### config.mk
export PLATFORM = sky130hd
export DESIGN_NAME = mw_writeback_stage_flat
export DESIGN_NICKNAME = d
export VERILOG_FILES = /design/src/rtl/mw_writeback_stage_if.sv /design/src/rtl/mw_writeback_stage.sv /design/src/flat_wrapper.sv
export SDC_FILE = /design/constraint.sdc
export NUM_CORES = 1
export LEC_CHECK = 0
export BUFFER_PORTS_ARGS = -buffer_cell sky130_fd_sc_hd__buf_2
export CAP_MARGIN = 10
export CORE_UTILIZATION = 47
export CTS_BUF_LIST = sky130_fd_sc_hd__clkbuf_4 sky130_fd_sc_hd__clkbuf_8 sky130_fd_sc_hd__clkbuf_16
export DETAILED_ROUTE_END_ITERATION = 10
export HOLD_SLACK_MARGIN = 0.08
export PLACE_DENSITY = 0.77
export SYNTH_ARGS = -nofsm -noshare
export SYNTH_HDL_FRONTEND = slang
export SYNTH_SLANG_ARGS = --single-unit
export TNS_END_PERCENT = 1
### constraint.sdc
create_clock -name clk -period 2.5 [get_ports clk]
set_input_delay 0.5 -clock clk [delete_from_list [all_inputs] [get_ports clk]]
set_output_delay 0.5 -clock clk [all_outputs]
set_load 0.01 [all_outputs]
### src/rtl/mw_writeback_stage_if.sv
// GRF write port and W-stage forwarding bus.
// The write-back stage is the producer; the register file and hazard unit consume it.
interface mw_writeback_stage_if;
    logic        w_we;
    logic [4:0]  w_addr;
    logic [31:0] w_data;
    logic [31:0] w_pc;
    logic        fwd_valid;
    logic [4:0]  fwd_addr;
    logic [31:0] fwd_data;

    modport master (
        output w_we, w_addr, w_data, w_pc,
        output fwd_valid, fwd_addr, fwd_data
    );

    modport slave (
        input w_we, w_addr, w_data, w_pc,
        input fwd_valid, fwd_addr, fwd_data
    );
endinterface

### src/rtl/mw_writeback_stage.sv
// M/W pipeline register and write-back datapath:
// load extension, write-data select, GRF write port and retire counter.
module mw_writeback_stage #(
    parameter int          RETIRE_W = 32,
    parameter logic [31:0] PC_RESET = 32'h0000_3000
) (
    input  logic                clk,
    input  logic                reset,
    input  logic                m_valid,
    input  logic [31:0]         m_pc,
    input  logic                m_reg_we,
    input  logic [4:0]          m_rd_addr,
    input  logic [1:0]          m_wb_sel,
    input  logic [2:0]          m_load_type,
    input  logic [31:0]         m_alu_res,
    input  logic [31:0]         m_mem_rdata,
    input  logic [31:0]         m_aux_data,
    input  logic                stall,
    input  logic                flush,
    mw_writeback_stage_if.master grf,
    output logic [RETIRE_W-1:0] retire_cnt
);

    typedef struct packed {
        logic        valid;
        logic [31:0] pc;
        logic        reg_we;
        logic [4:0]  rd_addr;
        logic [1:0]  wb_sel;
        logic [2:0]  load_type;
        logic [31:0] alu_res;
        logic [31:0] mem_rdata;
        logic [31:0] aux_data;
    } w_reg_t;

    w_reg_t r;

    always_ff @(posedge clk) begin
        if (reset || flush) begin
            r       <= '0;
            r.pc    <= PC_RESET;
        end else if (!stall) begin
            r.valid     <= m_valid;
            r.pc        <= m_pc;
            r.reg_we    <= m_reg_we;
            r.rd_addr   <= m_rd_addr;
            r.wb_sel    <= m_wb_sel;
            r.load_type <= m_load_type;
            r.alu_res   <= m_alu_res;
            r.mem_rdata <= m_mem_rdata;
            r.aux_data  <= m_aux_data;
        end
    end

    always_ff @(posedge clk) begin
        if (reset) begin
            retire_cnt <= '0;
        end else if (!flush && !stall && m_valid) begin
            retire_cnt <= retire_cnt + {{(RETIRE_W-1){1'b0}}, 1'b1};
        end
    end

    logic [1:0]  off;
    logic [7:0]  byte_v;
    logic [15:0] half_v;
    logic [31:0] load_v;
    logic [31:0] sel_v;
    logic        is_byte;
    logic        is_half;
    logic        misaligned;
    logic        we;

    always_comb begin
        off     = r.alu_res[1:0];
        byte_v  = r.mem_rdata[{off, 3'b000} +: 8];
        half_v  = off[1] ? r.mem_rdata[31:16] : r.mem_rdata[15:0];
        is_byte = (r.load_type == 3'd1) || (r.load_type == 3'd2);
        is_half = (r.load_type == 3'd3) || (r.load_type == 3'd4);

        unique case (r.load_type)
            3'd1:    load_v = {{24{byte_v[7]}}, byte_v};
            3'd2:    load_v = {24'd0, byte_v};
            3'd3:    load_v = {{16{half_v[15]}}, half_v};
            3'd4:    load_v = {16'd0, half_v};
            default: load_v = r.mem_rdata;
        endcase

        // Alignment only matters for loads; ALU results use bits [1:0] freely.
        misaligned = 1'b0;
        if (r.wb_sel == 2'd1) begin
            if (is_half)       misaligned = off[0];
            else if (!is_byte) misaligned = (off != 2'd0);
        end

        unique case (r.wb_sel)
            2'd0:    sel_v = r.alu_res;
            2'd1:    sel_v = load_v;
            2'd2:    sel_v = r.pc + 32'd8;
            default: sel_v = r.aux_data;
        endcase

        we = r.valid & r.reg_we & (r.rd_addr != 5'd0) & ~misaligned;
    end

    // Zeroing addr/data on no-write keeps forwarding from matching $0 or bubbles.
    assign grf.w_we      = we;
    assign grf.w_addr    = we ? r.rd_addr : 5'd0;
    assign grf.w_data    = we ? sel_v : 32'd0;
    assign grf.w_pc      = r.pc;
    assign grf.fwd_valid = we;
    assign grf.fwd_addr  = we ? r.rd_addr : 5'd0;
    assign grf.fwd_data  = we ? sel_v : 32'd0;

endmodule

### src/flat_wrapper.sv
// flat-port wrapper written by rule: the top's interface ports become plain ports
module mw_writeback_stage_flat 
#(
    parameter int          RETIRE_W = 32,
    parameter logic [31:0] PC_RESET = 32'h0000_3000
)
  (clk, reset, m_valid, m_pc, m_reg_we, m_rd_addr, m_wb_sel, m_load_type, m_alu_res, m_mem_rdata, m_aux_data, stall, flush, retire_cnt, grf_w_we, grf_w_addr, grf_w_data, grf_w_pc, grf_fwd_valid, grf_fwd_addr, grf_fwd_data);
  mw_writeback_stage_if grf_i ();
  input  logic clk;
  input  logic reset;
  input  logic m_valid;
  input  logic [31:0] m_pc;
  input  logic m_reg_we;
  input  logic [4:0] m_rd_addr;
  input  logic [1:0] m_wb_sel;
  input  logic [2:0] m_load_type;
  input  logic [31:0] m_alu_res;
  input  logic [31:0] m_mem_rdata;
  input  logic [31:0] m_aux_data;
  input  logic stall;
  input  logic flush;
  output logic [RETIRE_W-1:0] retire_cnt;
  output wire logic [$bits(grf_i.w_we)-1:0] grf_w_we;
  output wire logic [$bits(grf_i.w_addr)-1:0] grf_w_addr;
  output wire logic [$bits(grf_i.w_data)-1:0] grf_w_data;
  output wire logic [$bits(grf_i.w_pc)-1:0] grf_w_pc;
  output wire logic [$bits(grf_i.fwd_valid)-1:0] grf_fwd_valid;
  output wire logic [$bits(grf_i.fwd_addr)-1:0] grf_fwd_addr;
  output wire logic [$bits(grf_i.fwd_data)-1:0] grf_fwd_data;
  assign grf_w_we = grf_i.w_we;
  assign grf_w_addr = grf_i.w_addr;
  assign grf_w_data = grf_i.w_data;
  assign grf_w_pc = grf_i.w_pc;
  assign grf_fwd_valid = grf_i.fwd_valid;
  assign grf_fwd_addr = grf_i.fwd_addr;
  assign grf_fwd_data = grf_i.fwd_data;
  mw_writeback_stage #(.RETIRE_W(RETIRE_W), .PC_RESET(PC_RESET)) u_core (.clk(clk), .reset(reset), .m_valid(m_valid), .m_pc(m_pc), .m_reg_we(m_reg_we), .m_rd_addr(m_rd_addr), .m_wb_sel(m_wb_sel), .m_load_type(m_load_type), .m_alu_res(m_alu_res), .m_mem_rdata(m_mem_rdata), .m_aux_data(m_aux_data), .stall(stall), .flush(flush), .grf(grf_i), .retire_cnt(retire_cnt));
endmodule
### Word-level counts from Yosys, hierarchy flattened

Cells that the tools add are included.

* $add $sub $neg: 2
* equal/unequal tests: 6
* shifts and indexed selects: 1
* mux-type cells: 8
* bitwise logic cells: 4
* reduce and logical (&&, ||, !) cells: 10

Operator list (count)
* case mux 32 bit (4 select lines): 1
* case mux 32 bit (3 select lines): 1
* adder 32 x 1 -> 32 bit (second input constant): 1
* adder 32 x 4 -> 32 bit (second input constant): 1
* 2-to-1 mux 32 bit: 1
* indexed part select 32 x 6 -> 8 bit: 1
* 2-to-1 mux 16 bit: 1
* equality test 3 x 2 -> 1 bit (second input constant): 2
* 2-to-1 mux 5 bit: 1
* nonzero test 5 bit: 1
* bitwise AND 1 bit: 3
* equality test 3 x 1 -> 1 bit (second input constant): 1
* equality test 3 bit (second input constant): 1
* logical OR 1 bit: 3
* 2-to-1 mux 1 bit: 3
* equality test 2 x 1 -> 1 bit (second input constant): 1
* equality test 2 bit (second input constant): 1
* logical AND 1 bit: 2
* zero test 1 bit: 2
* zero test 2 bit: 1
* nonzero test 2 bit: 1
* NOT 1 bit: 1

* register bits after elaboration: 172
* bits of input ports: 144
* output and inout bits: 140
* word-level logic and storage cells: 41

### Depth between registers and ports, before layout

* depth after elaboration: 8
* mapped depth: 9
* depth with buffers taken out: 6

### Least setup slack after synthesis

OpenSTA, ideal clock, no wires.

* kind: register to output
* start: reg u_core.r, in the netlist u_core.grf.w_pc[3]
* end: out grf_w_data[21]
* data arrival time: 2.296 ns
* required time: 2.000 ns
* setup slack: -0.296 ns
* cell stages (with the launch flop): 9
* path buffers: 2
* cells stage by stage: dfxtp_1 > ha_1 > nand4_1 > or3_2 > buf_2 > nor4_1 > o31ai_1 > a211oi_1 > buf_4

* cells in the longest elaborated chain, start to end: 3

RTL lines
* start, declared: RTL line mw_writeback_stage.sv:36 `w_reg_t r;`
* adder 32 x 4 -> 32 bit: RTL line mw_writeback_stage.sv:98 `2'd2: sel_v = r.pc + 32'd8;`
* case mux 32 bit (3 select lines): RTL line mw_writeback_stage.sv:95 `unique case (r.wb_sel)`
* 2-to-1 mux 32 bit
* end, declared: RTL line flat_wrapper.sv:25 `output wire logic [$bits(grf_i.w_data)-1:0] grf_w_data;`

No other way between the ends.

### Final worst setup path

* start: reg u_core.r, in the netlist u_core.grf.w_pc[7]
* end: out grf_fwd_data[22]

* cells in the longest elaborated chain, start to end: 3

RTL lines
* adder 32 x 4 -> 32 bit: RTL line mw_writeback_stage.sv:98
* case mux 32 bit (3 select lines): RTL line mw_writeback_stage.sv:95
* 2-to-1 mux 32 bit: RTL line mw_writeback_stage.sv:112 `assign grf.fwd_data = we ? sel_v : 32'd0;`
* end, declared: RTL line flat_wrapper.sv:29 `output wire logic [$bits(grf_i.fwd_data)-1:0] grf_fwd_data;`

No other way between the ends.

==> metrics <==
first-pass iteration count of the detailed router 6; routed wire length between 20 and 30 mm; number of warning messages in the yosys log 0; relative slew slack between 50% and 60%; fin area 11980 sq um; average wire length per cell after detail routing 18.63 um; DPL Wire Length around 21 mm; violations in the final reports setup timing; max-slew violation count 0; Avg Inst Size Synth between 8 and 9 sq um; RSZ-0062 raised after global routing true; clock tree from TritonCTS done; path type of the worst min-delay path in -> reg; transition at the pin with the smallest max-transition slack 597.9 ps; capturing point of the worst reg2reg path u_core.retire_cnt[31]$_SDFFE_PP0P_; Crit path required time 2000 ps; core region area 18960 sq um; number of DRC markers in iteration 0 just under 900; slack of the worst reg-to-reg path 420 ps; Worst VDD drop ~0.45 mV; worst slack on hold paths between 200 and 300 ps; unique cell type count in the Yosys netlist 67; vertical extent of the die approximately 140 um; gp weighted congestion between 0.9 and 1; H-Tree Level Count 4; post-synthesis to final-layout area growth 30.15%; overall global routing resource usage 28.77%; worst hold path depth 3; Critical Path AT about 2500 ps; Worst setup endpoint grf_fwd_data[22]; Yosys top cell area share roughly 37%; DRC Markers 0; run status complete, but fails checks; fraction of layout cells with a size suffix above 1 a little under two fifths; post-route setup TNS -22800 ps; maximum clock frequency 333.2 MHz; antenna viol nets, final 0; top cells by area in the synthesized netlist sky130_fd_sc_hd__dfxtp_1 37%, sky130_fd_sc_hd__mux2i_1 16%, sky130_fd_sc_hd__nor2_1 8.1%; Die Footprint between 20000 and 25000 sq um; final hold violations 0; final critical-path required period 3002 ps; Worst R2R Start u_core.retire_cnt[8]$_SDFFE_PP0P_; wire length of the first global-routing pass about 44 mm; clock skew after layout 8.991 ps; number of setup violations in the final report 76; die boundary width about 140 um; final worst-path setup slack -501.6 ps; crit start category flip-flop; number of maximum-capacitance violations 0; capturing element type of the critical path output port; most common flop cell mapped by yosys sky130_fd_sc_hd__dfxtp_1; initial core utilization 48.57%; pin count of the biggest net entering global routing 83; top-level port count around 280; cell depth of the worst flop-to-flop path 5; post-synthesis register bit count roughly 170; net count of the mapped netlist between 1k and 1.5k; Final Power approximately 0.0064 W; post-synth top area cell sky130_fd_sc_hd__dfxtp_1; sinks on the clock net approximately 170; EDFF count, synth 0; share of synthesized area occupied by flip-flops and latches 37.40%; Reg clk slew, reported paths roughly 70 ps; critical path startpoint u_core.grf.w_pc[7]$_SDFFE_PP0N_; final worst path period share 120.1%; vias in the first global route roughly 8k; antenna violations before repair 2; Avg Vias per Cell approximately 5.6; share of flip-flops with an asynchronous set or reset 0%; Cell Area, Synth between 9000 and 10000 sq um; grt total ovfl 0; synthesized netlist cell count 1073; CTS max path bufs 2; insertion delay to the later sink of the worst-skew pair approximately 430 ps; kind of critical path reg -> out; vias after detailed routing 8966; total number of placement rows 50; Post-Place Cell Area between 10000 and 15000 sq um; root buffer cell sky130_fd_sc_hd__clkbuf_16; Nets about 1.5k; cts bufs inserted 17; leakage power between 5 and 6 nW; power per standard cell area around 530 nW/um^2; post-layout utilization of the core between 60% and 70%; Critical Path Fanout Max 5; Port Buffer Count roughly 280
[report_power, final]
group | leakage (nW) | switching, W | internal (W)
sequential | 1.41 | 0.0000754 | 0.00281
combinational | 3.65 | 0.000386 | 0.000348
clock | 0.301 | 0.00118 | 0.00161
[routing by layer]
layer	GRT usage [%]	part of all wire, %	routed length (um)	vias up
met4	10.47	2.7	796	0
met3	6.629	8.7	2583	58
met5	0	0	0	-
li1	-	-	-	4236
met2	46.95	47	14150	424
met1	37.08	41	12320	4248
[synthesized netlist by cell type, drive strengths merged (6+ instances only)]
cell type / instances
nor2: 198
dfxtp: 172
mux2i: 149
buf: 92
o21ai: 51
clkbuf: 48
a21oi: 44
xor2: 32
nand2: 29
nand3: 25
nand4: 23
inv: 20
nor3: 14
xnor2: 12
nor4: 11
and3: 10
o21a: 10
a31oi: 9
o22ai: 9
and2: 8
o221ai: 8
o31a: 8
or3: 8
and4: 7
a211oi: 6
a221oi: 6
[sequential cells by signal, indices dropped and copies added, names as in the netlist]
signal and flops:
u_core.r 106, u_core.grf.w_pc 32, u_core.off 2, u_core.retire_cnt 32
[through the flow]
stage | worst slack (ps) | std cells
3_3_place_gp | -444.8 | 1564
6_report | -501.6 | 1603
2_1_floorplan | -43.85 | 1073
4_1_cts | -429.0 | 1599
5_1_grt | -524.3 | 1602
3_5_place_dp | -486.7 | 1564
[layout by cell type, fill, tap and decap left out, types with 4 or more instances in the layout]
master / count
sky130_fd_sc_hd__o211ai_1: 4
sky130_fd_sc_hd__xor2_1: 32
sky130_fd_sc_hd__o221ai_1: 7
sky130_fd_sc_hd__a21o_1: 5
sky130_fd_sc_hd__a31oi_1: 7
sky130_fd_sc_hd__clkbuf_16: 17
sky130_fd_sc_hd__buf_12: 5
sky130_fd_sc_hd__nor4_2: 7
sky130_fd_sc_hd__o31a_1: 8
sky130_fd_sc_hd__a22oi_1: 4
sky130_fd_sc_hd__nor2_1: 196
sky130_fd_sc_hd__nand2_1: 27
sky130_fd_sc_hd__xnor2_1: 10
sky130_fd_sc_hd__o21ai_0: 43
sky130_fd_sc_hd__o21a_1: 10
sky130_fd_sc_hd__dfxtp_1: 156
sky130_fd_sc_hd__o21ai_1: 4
sky130_fd_sc_hd__a221o_1: 4
sky130_fd_sc_hd__dfxtp_2: 6
sky130_fd_sc_hd__inv_1: 19
sky130_fd_sc_hd__and3_1: 10
sky130_fd_sc_hd__mux2i_1: 148
sky130_fd_sc_hd__dfxtp_4: 10
sky130_fd_sc_hd__nor3_1: 9
sky130_fd_sc_hd__o22ai_1: 7
sky130_fd_sc_hd__a21oi_1: 34
sky130_fd_sc_hd__and2_4: 5
sky130_fd_sc_hd__o21bai_1: 4
sky130_fd_sc_hd__a21oi_2: 9
sky130_fd_sc_hd__buf_4: 85
sky130_fd_sc_hd__buf_6: 12
sky130_fd_sc_hd__inv_6: 5
sky130_fd_sc_hd__or3_1: 7
sky130_fd_sc_hd__nand3_1: 23
sky130_fd_sc_hd__buf_2: 272
sky130_fd_sc_hd__nor3_2: 4
sky130_fd_sc_hd__and4_1: 7
sky130_fd_sc_hd__nand4_1: 22
sky130_fd_sc_hd__o21ai_2: 4
[worst min-delay path by stage]
stage / to / start / slack [ps]
6_report: u_core.grf.w_pc[1]$_SDFFE_PP0N_ / m_pc[1] / 290
3_3_place_gp: u_core.retire_cnt[31]$_SDFFE_PP0P_ / u_core.retire_cnt[31]$_SDFFE_PP0P_ / 470
5_1_grt: u_core.grf.w_pc[12]$_SDFFE_PP1N_ / m_pc[12] / 290
2_1_floorplan: u_core.r[89]$_SDFFE_PP0N_ / u_core.r[89]$_SDFFE_PP0N_ / 450
4_1_cts: u_core.grf.w_pc[12]$_SDFFE_PP1N_ / m_pc[12] / 280
3_5_place_dp: u_core.r[18]$_SDFFE_PP0N_ / u_core.r[18]$_SDFFE_PP0N_ / 480
[final cells by class]
type	count	area [sq um]
sequential	172	3488
clock buffer	18	432.9
inverter	20	77.57
tap	260	325.3
antenna	2	5.005
timing repair buffer	375	2248
clock inverter	14	180.2
multi-input combinational	742	5226
fill	1621	6972
[cell families (layout without fill, tap and decap cells)]
logic type | after synthesis | count (layout) | share of synthesized area, %
and+or+nand+nor | 352 | 354 | 17.91
xor gates and xnor gates | 44 | 44 | 4.185
muxes | 151 | 151 | 16.44
buffers and inverters | 161 | 427 | 10.19
AOI/OAI and AO/OA | 191 | 191 | 13.60
other | 0 | 2 | 0
DFF | 172 | 172 | 37.40
adders and majority gates | 2 | 2 | 0.2717
[critical path: stages, from the launching register on]
cell and delay (ps):
sky130_fd_sc_hd__dfxtp_2 350, sky130_fd_sc_hd__nand3_4 110, sky130_fd_sc_hd__or4_4 630, sky130_fd_sc_hd__or4_1 440
sky130_fd_sc_hd__a31o_1 230, sky130_fd_sc_hd__a21oi_2 170, sky130_fd_sc_hd__buf_2 160
[timing repair]
item	4_1_cts	5_1_grt
pin swaps	19	11
cloned	1	1
buffers inserted	2	1
hold buffers	0	0
setup endpoints to repair	76	76
gates resized for setup	78	23
Note: power is estimated with default switching activity, not from simulation.
